<file path="config.mk">
export PLATFORM = sky130hd
export DESIGN_NAME = wb_timer
export DESIGN_NICKNAME = d
export VERILOG_FILES = /design/src/rtl/wb_timer.sv
export SDC_FILE = /design/constraint.sdc
export NUM_CORES = 1
export LEC_CHECK = 0
export BUFFER_PORTS_ARGS = -buffer_cell sky130_fd_sc_hd__buf_2
export CAP_MARGIN = 20
export CORE_ASPECT_RATIO = 0.6
export CORE_MARGIN = 8
export CORE_UTILIZATION = 40
export DETAILED_ROUTE_END_ITERATION = 7
export MAX_ROUTING_LAYER = met4
export PLACE_DENSITY_LB_ADDON = 0.05
export SLEW_MARGIN = 20
export SYNTH_ARGS = -nofsm -noshare
export SYNTH_HDL_FRONTEND = slang
export SYNTH_SLANG_ARGS = --single-unit
</file>
<file path="constraint.sdc">
create_clock -name clk_i -period 4 [get_ports clk_i]
set_clock_uncertainty 0.2 [all_clocks]
set_input_delay 0.8 -clock clk_i [delete_from_list [all_inputs] [get_ports clk_i]]
set_output_delay 0.8 -clock clk_i [all_outputs]
set_load 0.1 [all_outputs]
</file>
<file path="src/rtl/wb_timer.sv">
`default_nettype none
// +--------------------------------------------------------------------------+
// | wb_timer : Wishbone-mapped prescaled compare timer with match/ovf irq    |
// | Rev 1.0                                                                  |
// +--------------------------------------------------------------------------+
module wb_timer #(
  parameter int WB_ADDR_WIDTH = 32,
  parameter int WB_DATA_WIDTH = 32
) (
  input  logic                     clk_i,
  input  logic                     rst_i,
  input  logic [WB_ADDR_WIDTH-1:0] adr_i,
  input  logic [WB_DATA_WIDTH-1:0] dat_i,
  input  logic [3:0]               sel_i,
  input  logic                     we_i,
  input  logic                     cyc_i,
  input  logic                     stb_i,
  output logic [WB_DATA_WIDTH-1:0] dat_o,
  output logic                     ack_o,
  output logic                     err_o,
  output logic                     irq_o,
  output logic                     tick_o
);

  localparam logic [9:0] c_IDX_CTRL     = 10'd0;
  localparam logic [9:0] c_IDX_PRESCALE = 10'd1;
  localparam logic [9:0] c_IDX_COUNT    = 10'd2;
  localparam logic [9:0] c_IDX_COMPARE  = 10'd3;
  localparam logic [9:0] c_IDX_STATUS   = 10'd4;

  logic        r_en, r_periodic, r_ie_match, r_ie_ovf;
  logic        r_match, r_ovf;
  logic [31:0] r_prescale, r_count, r_compare, r_pcnt;
  logic [31:0] r_dat;
  logic        r_ack, r_err, r_tick;

  logic        w_req, w_mapped, w_wr;
  logic        w_wr_ctrl, w_wr_prescale, w_wr_count, w_wr_compare, w_wr_status;
  logic        w_tick, w_tick_eff, w_match, w_wrap, w_oneshot_stop;
  logic [9:0]  w_idx;
  logic [31:0] w_rdata;
  logic        w_unused_adr;

  function automatic logic [31:0] f_merge(input logic [31:0] old_v,
                                          input logic [31:0] new_v,
                                          input logic [3:0]  sel);
    logic [31:0] res;
    for (int b = 0; b < 4; b++)
      res[b*8 +: 8] = sel[b] ? new_v[b*8 +: 8] : old_v[b*8 +: 8];
    return res;
  endfunction

  assign w_unused_adr = ^adr_i;
  assign w_idx        = adr_i[11:2];
  assign w_req        = cyc_i & stb_i & ~r_ack & ~r_err;
  assign w_mapped     = (w_idx <= c_IDX_STATUS);
  assign w_wr         = w_req & we_i & w_mapped;

  assign w_wr_ctrl     = w_wr & (w_idx == c_IDX_CTRL) & sel_i[0];
  assign w_wr_prescale = w_wr & (w_idx == c_IDX_PRESCALE);
  assign w_wr_count    = w_wr & (w_idx == c_IDX_COUNT) & (|sel_i);
  assign w_wr_compare  = w_wr & (w_idx == c_IDX_COMPARE);
  assign w_wr_status   = w_wr & (w_idx == c_IDX_STATUS) & sel_i[0];

  // A software COUNT write swallows a coincident tick entirely.
  assign w_tick         = r_en & (r_pcnt == r_prescale);
  assign w_tick_eff     = w_tick & ~w_wr_count;
  assign w_match        = w_tick_eff & (r_count == r_compare);
  assign w_wrap         = w_tick_eff & ~w_match & (r_count == 32'hFFFF_FFFF);
  assign w_oneshot_stop = w_match & ~r_periodic;

  always_comb begin
    w_rdata = 32'd0;
    case (w_idx)
      c_IDX_CTRL:     w_rdata = {28'd0, r_ie_ovf, r_ie_match, r_periodic, r_en};
      c_IDX_PRESCALE: w_rdata = r_prescale;
      c_IDX_COUNT:    w_rdata = r_count;
      c_IDX_COMPARE:  w_rdata = r_compare;
      c_IDX_STATUS:   w_rdata = {30'd0, r_ovf, r_match};
      default:        w_rdata = 32'd0;
    endcase
  end

  always_ff @(posedge clk_i) begin
    if (rst_i) begin
      r_en       <= 1'b0;
      r_periodic <= 1'b0;
      r_ie_match <= 1'b0;
      r_ie_ovf   <= 1'b0;
      r_match    <= 1'b0;
      r_ovf      <= 1'b0;
      r_prescale <= 32'd0;
      r_count    <= 32'd0;
      r_compare  <= 32'd0;
      r_pcnt     <= 32'd0;
      r_dat      <= 32'd0;
      r_ack      <= 1'b0;
      r_err      <= 1'b0;
      r_tick     <= 1'b0;
    end else begin
      r_ack  <= w_req & w_mapped;
      r_err  <= w_req & ~w_mapped;
      r_dat  <= (w_req & ~we_i & w_mapped) ? w_rdata : 32'd0;
      r_tick <= w_match;

      if (w_wr_ctrl)
        {r_ie_ovf, r_ie_match, r_periodic, r_en} <= dat_i[3:0];
      if (w_oneshot_stop)
        r_en <= 1'b0;

      if (!r_en || (w_wr_ctrl && !dat_i[0]) || w_tick)
        r_pcnt <= 32'd0;
      else
        r_pcnt <= r_pcnt + 32'd1;

      if (w_wr_prescale)
        r_prescale <= f_merge(r_prescale, dat_i[31:0], sel_i);
      if (w_wr_compare)
        r_compare <= f_merge(r_compare, dat_i[31:0], sel_i);

      if (w_wr_count)
        r_count <= f_merge(r_count, dat_i[31:0], sel_i);
      else if (w_match)
        r_count <= 32'd0;
      else if (w_tick_eff)
        r_count <= r_count + 32'd1;

      // Hardware set dominates a same-edge W1C.
      r_match <= (r_match & ~(w_wr_status & dat_i[0])) | w_match;
      r_ovf   <= (r_ovf   & ~(w_wr_status & dat_i[1])) | w_wrap;
    end
  end

  assign dat_o  = r_dat;
  assign ack_o  = r_ack;
  assign err_o  = r_err;
  assign tick_o = r_tick;
  assign irq_o  = (r_match & r_ie_match) | (r_ovf & r_ie_ovf);

endmodule
`default_nettype wire

</file>
; After elaboration in Yosys (flattened, before gate mapping)
; Cells that the tools add are included.
[totals]
in_bits = 73
reg_bits = 169
output_inout_bits = 36
word_cells = 110
[op_classes]
add_sub_neg = 2
reduce_logical = 23
bitwise_logic = 42
eq_ne = 11
n_lt_le_gt_ge = 1
mux = 8
[ops]
columns = cell, n
row1 = case mux 32 bit (5 select lines), 1
row2 = 2-to-1 mux 32 bit, 3
row3 = "adder 32 x 1 -> 32 bit, second input constant", 2
row4 = == test 32 bit, 2
row5 = "== test 32 bit, second input constant", 1
row6 = 2-to-1 mux 8 bit, 4
row7 = AND 1 bit, 29
row8 = AND reduction 2 bit, 12
row9 = "== test 10 x 2 -> 1 bit, second input constant", 2
row10 = "== test 10 x 1 -> 1 bit, second input constant", 1
row11 = "== test 10 x 3 -> 1 bit, second input constant", 1
row12 = "<= comparator 10 x 3 -> 1 bit, second input constant", 1
row13 = zero test 10 bit, 1
row14 = NOT 1 bit, 10
row15 = "inequality test 2 bit, second input constant", 4
row16 = OR reduction 2 bit, 3
row17 = OR reduction 4 bit, 1
row18 = bitwise OR 1 bit, 3
row19 = nonzero test 3 bit, 1
row20 = zero test 1 bit, 2
row21 = logical OR 1 bit, 2
row22 = logical AND 1 bit, 1

; Depth between registers and ports, before layout
; Gate-level depths: netlist (run 1).
[logic_depth]
ltp_word = 14
depth_mapped = 11
mapped_depth_nobuf = 8

; Worst setup path before layout (run 1)
; OpenSTA, ideal clock, no wires.
[synth_timing]
kind = in2reg
from = in adr_i[8]
to = reg r_count[10]
setup_slack_ns = 0.573
required_ns = 3.672
n_path_buf = 1
stages = 8
setup_ns = 0.128
arrival_time_ns = 3.098
cell_sequence = or4_4 > or4_4 > or4_4 > and4_1 > buf_6 > or3_1 > o211ai_1 > a21oi_1
[synth_between]
elab_chain_len = 9
word_cells_on_any_way = 13
classes_between = order compare: 1 / eq/ne: 2 / mux: 2 / bitwise: 6 / reduce/logical: 2
[synth_rtl]
columns = item, line
row1 = from (decl), 12  ; input logic [WB_ADDR_WIDTH-1:0] adr_i,
row2 = <= comparator 10 x 3 -> 1 bit, 56  ; assign w_mapped = (w_idx <= c_IDX_STATUS);
row3 = AND 1 bit, 57  ; assign w_wr = w_req & we_i & w_mapped;
row4 = AND 1 bit * (2 in a row), 61  ; assign w_wr_count = w_wr & (w_idx == c_IDX_COUNT) & (|sel_i);
row5 = NOT 1 bit, 67  ; assign w_tick_eff = w_tick & ~w_wr_count;
row6 = AND 1 bit, 67
row7 = AND 1 bit, 68  ; assign w_match = w_tick_eff & (r_count == r_compare);
row8 = nonzero test 3 bit (no source line) / 2-to-1 mux 32 bit (equally long branches), --
row9 = AND reduction 2 bit (no source line) / 2-to-1 mux 32 bit (equally long branches), --
row10 = to (signal assigned), 122  ; r_count <= f_merge(r_count, dat_i[31:0], sel_i);
row11 = to (signal assigned), 126  ; r_count <= r_count + 32'd1;
row12 = to (decl), 33  ; logic [31:0] r_prescale, r_count, r_compare, r_pcnt;
; Every way passes the cells marked *; elsewhere a longest branch is shown, timed or not.
; A chain may end at the register's enable or synchronous reset.

; Final worst setup path (run 1)
[layout_timing]
from = in adr_i[8]
to = reg r_count[4]
; The elaborated chain is that of the path after synthesis.

==> metrics.md, run 1 <==
| Metric | Value |
|---|---|
| Status | complete, no violations |
| Vias in the first global route | 7541 |
| Shortest clock period the worst path allows after layout | 3440 ps |
| Type of the worst min-delay path | reg2reg |
| Number of enable-type register cells in the synthesized netlist | 0 |
| YS warnings | 0 |
| Highest attainable clock frequency | 291 MHz |
| Worst setup EP type | flop |
| Cell area after layout | 10000 sq um |
| Number of buffer cells added on primary ports | 86 |
| Post-Syn Nets | 1139 |
| Post-detailed-route DRC marker count | 0 |
| Cell area reported after detailed placement | 9370 sq um |
| Worst slew pin tran | 722 ps |
| Deepest clock path buffer count | 2 |
| Core Region | 21100 sq um |
| Hold path startpoint | r_compare[25] |
| Clock transition at the registers of the reported paths | 70 ps |
| Post-synth top flop | dfxtp_1 |
| Drt via density | 5.75 |
| Max-slew headroom at the worst pin | 51.4% |
| Number of setup buffers added after CTS | 0 |
| Iteration-0 DRC Markers | 967 |
| Sink count of the clock tree | 169 |
| Boundary Pins | 109 |
| Initial core utilization | 40.8% |
| Sequential element share of the synthesized area | 39.3% |
| Number of nets with antenna violations after routing | 0 |
| Placement-stage worst setup slack | 144 ps |
| Final critical-path share of the clock period | 85.9% |
| TritonCTS clock tree | yes |
| Unique masters post-synth | 62 |
| Post-cts hold buffer count | 0 |
| Total Neg Setup Slack | 0 ps |
| Area of the mapped netlist | 8610 sq um |
| Worst Setup Start Kind | primary input |
| Crit Path Class | in2reg |
| Critical register-to-register path startpoint | r_pcnt[18] |
| Required time of the critical path | 4120 ps |
| Horizontal die dimension | 205 um |
| Number of diodes added for antenna fixing | 0 |
| Final worst slack | 562 ps |
| Flop and latch count out of synthesis | 169 |
| Share of final-layout standard cells stronger than drive strength 1 | 17.2% |
| FFs w/ async S/R, synth | 0% |
| Hold Crit Depth | 2 |
| Worst Hold Slack | 280 ps |
| Overall die area | 26600 sq um |
| Routability congestion estimate | 0.935 |
| Number of setup violations in the final report | 0 |
| Reg-to-reg critical path endpoint | r_ovf |
| Largest net degree at the start of global routing | 49 |
| Final nets | 1203 |
| Global-route usage over all layers | 23.9% |
| Placement row count | 41 |
| Number of search-and-repair iterations in the first detailed-routing pass | 5 |
| Unrepaired setup endpoints after global routing | no |
| Number of maximum-capacitance violations | 0 |
| Synthesized instance count | 1064 |
| Clock insertion delay at the later pin of the skew report | 440 ps |
| Max-slew violation count | 0 |
| CP Max Fanout | 10 |
| Pleak | 3.95 nW |
| Resize count post-CTS | 0 |
| Vias | 8171 |
| Maximum vdd drop | 284 uV |
| TritonCTS Buffers | 17 |
| Area Overhead vs Synth | 16.3% |
| Total Routed Length | 30.7 mm |
| Register-to-register setup slack | 700 ps |
| Worst-case reg-to-reg path depth | 8 |
| Final-report hold violation count | 0 |
| Mean post-synth cell area | 8.09 sq um |
| GRT Residual Overflow | 0 |
| Number of antenna violations at the first check in global routing | 0 |
| DR WL/cell | 21.6 um |
| Areal power density over the cells | 367 nW/um^2 |
| Master cell of the clock root buffer | clkbuf_16 |
| Hpwl dp | 22.7 mm |
| Maximum level of the CTS H-tree | 4 |
| Die extent in y | 130 um |
| Worst hold endpoint | r_compare[25] |
| Global-route wire length before repair | 46.9 mm |
| Data arrival time of the worst path | 3560 ps |
-- power by group --
part | internal [W] | total (W) | switching, W
registers | 0.00168 | 0.00169 | 0.00000524
clock network | 0.00108 | 0.00183 | 0.000742
logic | 0.0000434 | 0.000156 | 0.000113
-- routing by layer --
layer  vias to the layer above  global-route usage (%)  wire length (um)
li1                       3901                       -                 -
met1                      3896                    36.4             15900
met2                       347                    31.4             12100
met3                        27                    4.59              2290
met4                         0                    5.70               431
met5                         -                       -                 0
-- sequential cells by signal, indices dropped and copies added, names as in the netlist --
signal      flops
tick_o          1
r_count        32
r_ie_ovf        1
r_ovf           1
r_match         1
ack_o           1
r_prescale     32
r_periodic      1
r_pcnt         32
err_o           1
r_compare      32
r_en            1
dat_o          32
r_ie_match      1
-- how the worst max path moves through the flow --
stage | startpoint | endpoint | slack (ps) | cells after the start
floorplan | adr_i[8] | r_count[10] | 570 | 8
global placement | adr_i[8] | r_count[19] | 170 | 9
detailed placement | adr_i[8] | r_count[19] | 140 | 9
CTS | adr_i[8] | r_count[4] | 620 | 9
global route | adr_i[8] | r_count[3] | 500 | 9
finish | adr_i[8] | r_count[4] | 560 | 9
-- metrics by stage --
stage	power, W	instances	util [%]
after floorplan	0.00180	1064	-
after global placement	0.00188	1388	44.4
after detailed placement	0.00188	1388	44.4
after CTS	0.00370	1420	47.5
after global routing	0.00379	1420	47.5
final	0.00367	1420	47.5
-- cells in the final DEF (no fill, tap or decap), types with 26 or more instances in the layout --
cell type / netlist / final
buf_2: 4 / 86
xor2_1: 83 / 83
o21ai_0: 31 / 31
nand2_1: 114 / 114
mux2_2: 28 / 28
nand3_1: 96 / 96
buf_4: 0 / 32
a22oi_1: 37 / 37
nor2_1: 103 / 103
inv_1: 26 / 26
dfxtp_1: 169 / 169
a21oi_1: 90 / 89
-- critical path, cell delays in order --
cell,delay (ps)
buf_2,100
or4_4,540
or4_4,470
or4_4,580
and4_1,410
buf_4,240
nand2b_1,190
o21ai_0,170
nor2_1,60
-- cells in the mapped netlist (3+ instances only) --
| cell | number | area, sq um |
|---|---|---|
| a211oi_1 | 4 | 30.0 |
| a21oi_1 | 90 | 450 |
| a221oi_1 | 6 | 52.6 |
| a22oi_1 | 37 | 278 |
| a31oi_1 | 4 | 25.0 |
| a32oi_1 | 11 | 96.3 |
| and2_1 | 6 | 37.5 |
| and3_1 | 14 | 87.6 |
| and4_1 | 12 | 105 |
| buf_1 | 3 | 11.3 |
| buf_2 | 4 | 20.0 |
| clkbuf_1 | 65 | 244 |
| dfxtp_1 | 169 | 3380 |
| inv_1 | 26 | 97.6 |
| mux2_2 | 28 | 315 |
| mux2i_1 | 5 | 50.1 |
| nand2_1 | 114 | 428 |
| nand2b_1 | 6 | 37.5 |
| nand3_1 | 96 | 480 |
| nand4_1 | 19 | 119 |
| nor2_1 | 103 | 387 |
| nor2b_1 | 3 | 18.8 |
| nor3_1 | 13 | 65.1 |
| nor4_1 | 22 | 138 |
| o211ai_1 | 4 | 30.0 |
| o21ai_0 | 31 | 155 |
| o31ai_1 | 3 | 22.5 |
| o32ai_1 | 5 | 43.8 |
| or3_1 | 7 | 43.8 |
| or4_1 | 7 | 52.6 |
| or4_4 | 3 | 33.8 |
| xnor2_1 | 24 | 210 |
| xor2_1 | 83 | 727 |
-- cell families after synthesis --
kind of cell / share of synthesized area [%]
flops: 39.3
fa+ha+maj: 0.291
xor+xnor: 10.9
simple gates: 24.8
mux: 4.24
compound gates: 15.9
buf+inv: 4.64
-- layout make-up --
class	count	area, sq um
multi-input cells	794	4840
clock inverters	13	190
inverters	27	101
flip-flops and latches	169	3380
clock buffers	19	453
repair buffers	119	691
well taps	279	349
fillers	2146	11100
(Power assumes the default switching activity.)
==> run 2, diff against run 1 <==
Settings changed: REMOVE_ABC_BUFFERS set to 1.
Clock period 4 ns to 3.9 ns, I/O delays scaled along.
==> run 2 against run 1 <==
  * Combinational power increased by 6%
  * First-iteration DRC count decreased by 24%
  * Final cell count about the same
  * Highest routed layer unchanged
==> metrics.md, run 2 (synthesized netlist as in run 1, its figures left out) <==
| Metric | Value |
|---|---|
| Final critical-path share of the clock period | 90.7% |
| Placement row count | 41 |
| Crit Path Class | reg2reg |
| Overall power consumption | 0.00375 W |
| Critical Path Stages | 8 |
| Cell area after layout | 10000 sq um |
| Max-slew headroom at the worst pin | 48.4% |
| Worst Setup Start Kind | flop |
| Final-report hold violation count | 0 |
| Resize count post-CTS | 0 |
| Max-slew violation count | 0 |
| Cell area reported after detailed placement | 9400 sq um |
| GRT Residual Overflow | 0 |
| Worst-case reg-to-reg path depth | 8 |
| Cells along the critical path | xor2_1 > or4_1 > nor4_1 > and4_1 > buf_4 > nand3_1 > or4b_1 > a21oi_1 |
| Post-cts hold buffer count | 0 |
| Worst setup EP type | flop |
| Boundary Pins | 109 |
| Number of setup buffers added after CTS | 0 |
| Areal power density over the cells | 374 nW/um^2 |
| DR WL/cell | 22.0 um |
| Number of maximum-capacitance violations | 0 |
| Number of nets with antenna violations after routing | 0 |
| Most frequent standard cell in the layout excluding fill and tap cells | dfxtp_1 |
| Worst hold endpoint | r_prescale[21] |
| Required time of the critical path | 4080 ps |
| CP max stage delay | 750 ps |
| CP Max Fanout | 15 |
| Clock transition at the registers of the reported paths | 70 ps |
| Area Overhead vs Synth | 16.6% |
| TritonCTS Buffers | 17 |
| Number of setup violations in the final report | 0 |
| Maximum level of the CTS H-tree | 4 |
| Highest attainable clock frequency | 283 MHz |
| Total Routed Length | 31.3 mm |
| Master cell of the clock root buffer | clkbuf_16 |
| Iteration-0 DRC Markers | 738 |
| Number of buffer cells added on primary ports | 86 |
| Critical register-to-register path startpoint | r_prescale[18] |
| Hpwl dp | 22.8 mm |
| Bufs and invs on worst path | 1 |
| Maximum vdd drop | 295 uV |
| Worst-path cell with the longest stage delay | and4_1 |
| Shortest clock period the worst path allows after layout | 3540 ps |
| Number of search-and-repair iterations in the first detailed-routing pass | 5 |
| Horizontal die dimension | 205 um |
| Initial core utilization | 40.8% |
| Overall die area | 26600 sq um |
| Number of inserted filler cells in the final layout | 2131 |
| Sink count of the clock tree | 169 |
| Type of the worst min-delay path | reg2reg |
| Register-to-register setup slack | 360 ps |
| Final nets | 1204 |
| Hold path startpoint | r_prescale[21] |
| Data arrival time of the worst path | 3720 ps |
| Die extent in y | 130 um |
| Number of diodes added for antenna fixing | 0 |
| CP top delay family | simple AND/OR/NAND/NOR gates |
| Reg-to-reg critical path endpoint | r_ovf |
| Routability congestion estimate | 0.913 |
| Vias in the first global route | 7594 |
| Post-detailed-route DRC marker count | 0 |
| Global-route wire length before repair | 47.8 mm |
| Unrepaired setup endpoints after global routing | no |
| Share of final-layout standard cells stronger than drive strength 1 | 17.0% |
| TritonCTS clock tree | yes |
| Core Region | 21100 sq um |
| Hold Crit Depth | 2 |
| Worst slew pin tran | 767 ps |
| Commonest cells after routing, fill and taps aside | dfxtp_1 (169), nand2_1 (114), nor2_1 (103) |
| Pleak | 3.97 nW |
| Global-route usage over all layers | 24.4% |
| Status | complete, no violations |
| Deepest clock path buffer count | 2 |
| Drt via density | 5.71 |
| Number of antenna violations at the first check in global routing | 0 |
| Clock insertion delay at the later pin of the skew report | 450 ps |
| Largest net degree at the start of global routing | 51 |
| Vias | 8120 |
| Share of the core filled with cells | 47.6% |
==> run 2: stage by stage <==
stage | setup slack (ps) | cells | TNS (ps) | hold WS, ps
finish | 362 | 1421 | 0 | 285
global route | 200 | 1421 | 0 | 303
CTS | 352 | 1421 | 0 | 285
detailed placement | -51.9 | 1389 | -84.2 | 276
global placement | -23.8 | 1389 | -23.8 | 269
floorplan | -513 | 990 | -10690 | 252
==> run 2: tightest hold or removal path, cell delays in order, from the launching register on <==
cell and delay [ps]:
dfxtp_1 330, nand2_1 60, a21oi_1 50
==> run 2: layout make-up <==
type / count / area, sq um / share of cell area, %
well taps: 279 / 349 / 3.48
repair buffers: 120 / 723 / 7.20
clock buffers: 22 / 464 / 4.62
clock inverters: 10 / 166 / 1.66
flip-flops and latches: 169 / 3380 / 33.7
multi-input cells: 794 / 4850 / 48.3
inverters: 27 / 101 / 1.01
==> run 2: how the worst max path moves through the flow <==
stage | from | to
floorplan | adr_i[3] | r_count[7]
global placement | adr_i[8] | r_count[27]
detailed placement | adr_i[8] | r_count[27]
CTS | r_prescale[18] | r_ovf
global route | r_prescale[18] | r_ovf
finish | r_prescale[18] | r_ovf
==> run 2: power breakdown <==
group          internal (W)  switching [W]
sequential          0.00173     0.00000569
clock               0.00111       0.000744
combinational     0.0000452       0.000119
==> run 2: per-layer routing <==
metal | vias up | global-route usage, % | share of wire [%]
li1 | 3908 | - | -
met1 | 3869 | 36.3 | 51
met2 | 317 | 30.7 | 38
met3 | 26 | 7.13 | 9.4
met4 | 0 | 6.49 | 1.6
met5 | - | - | 0
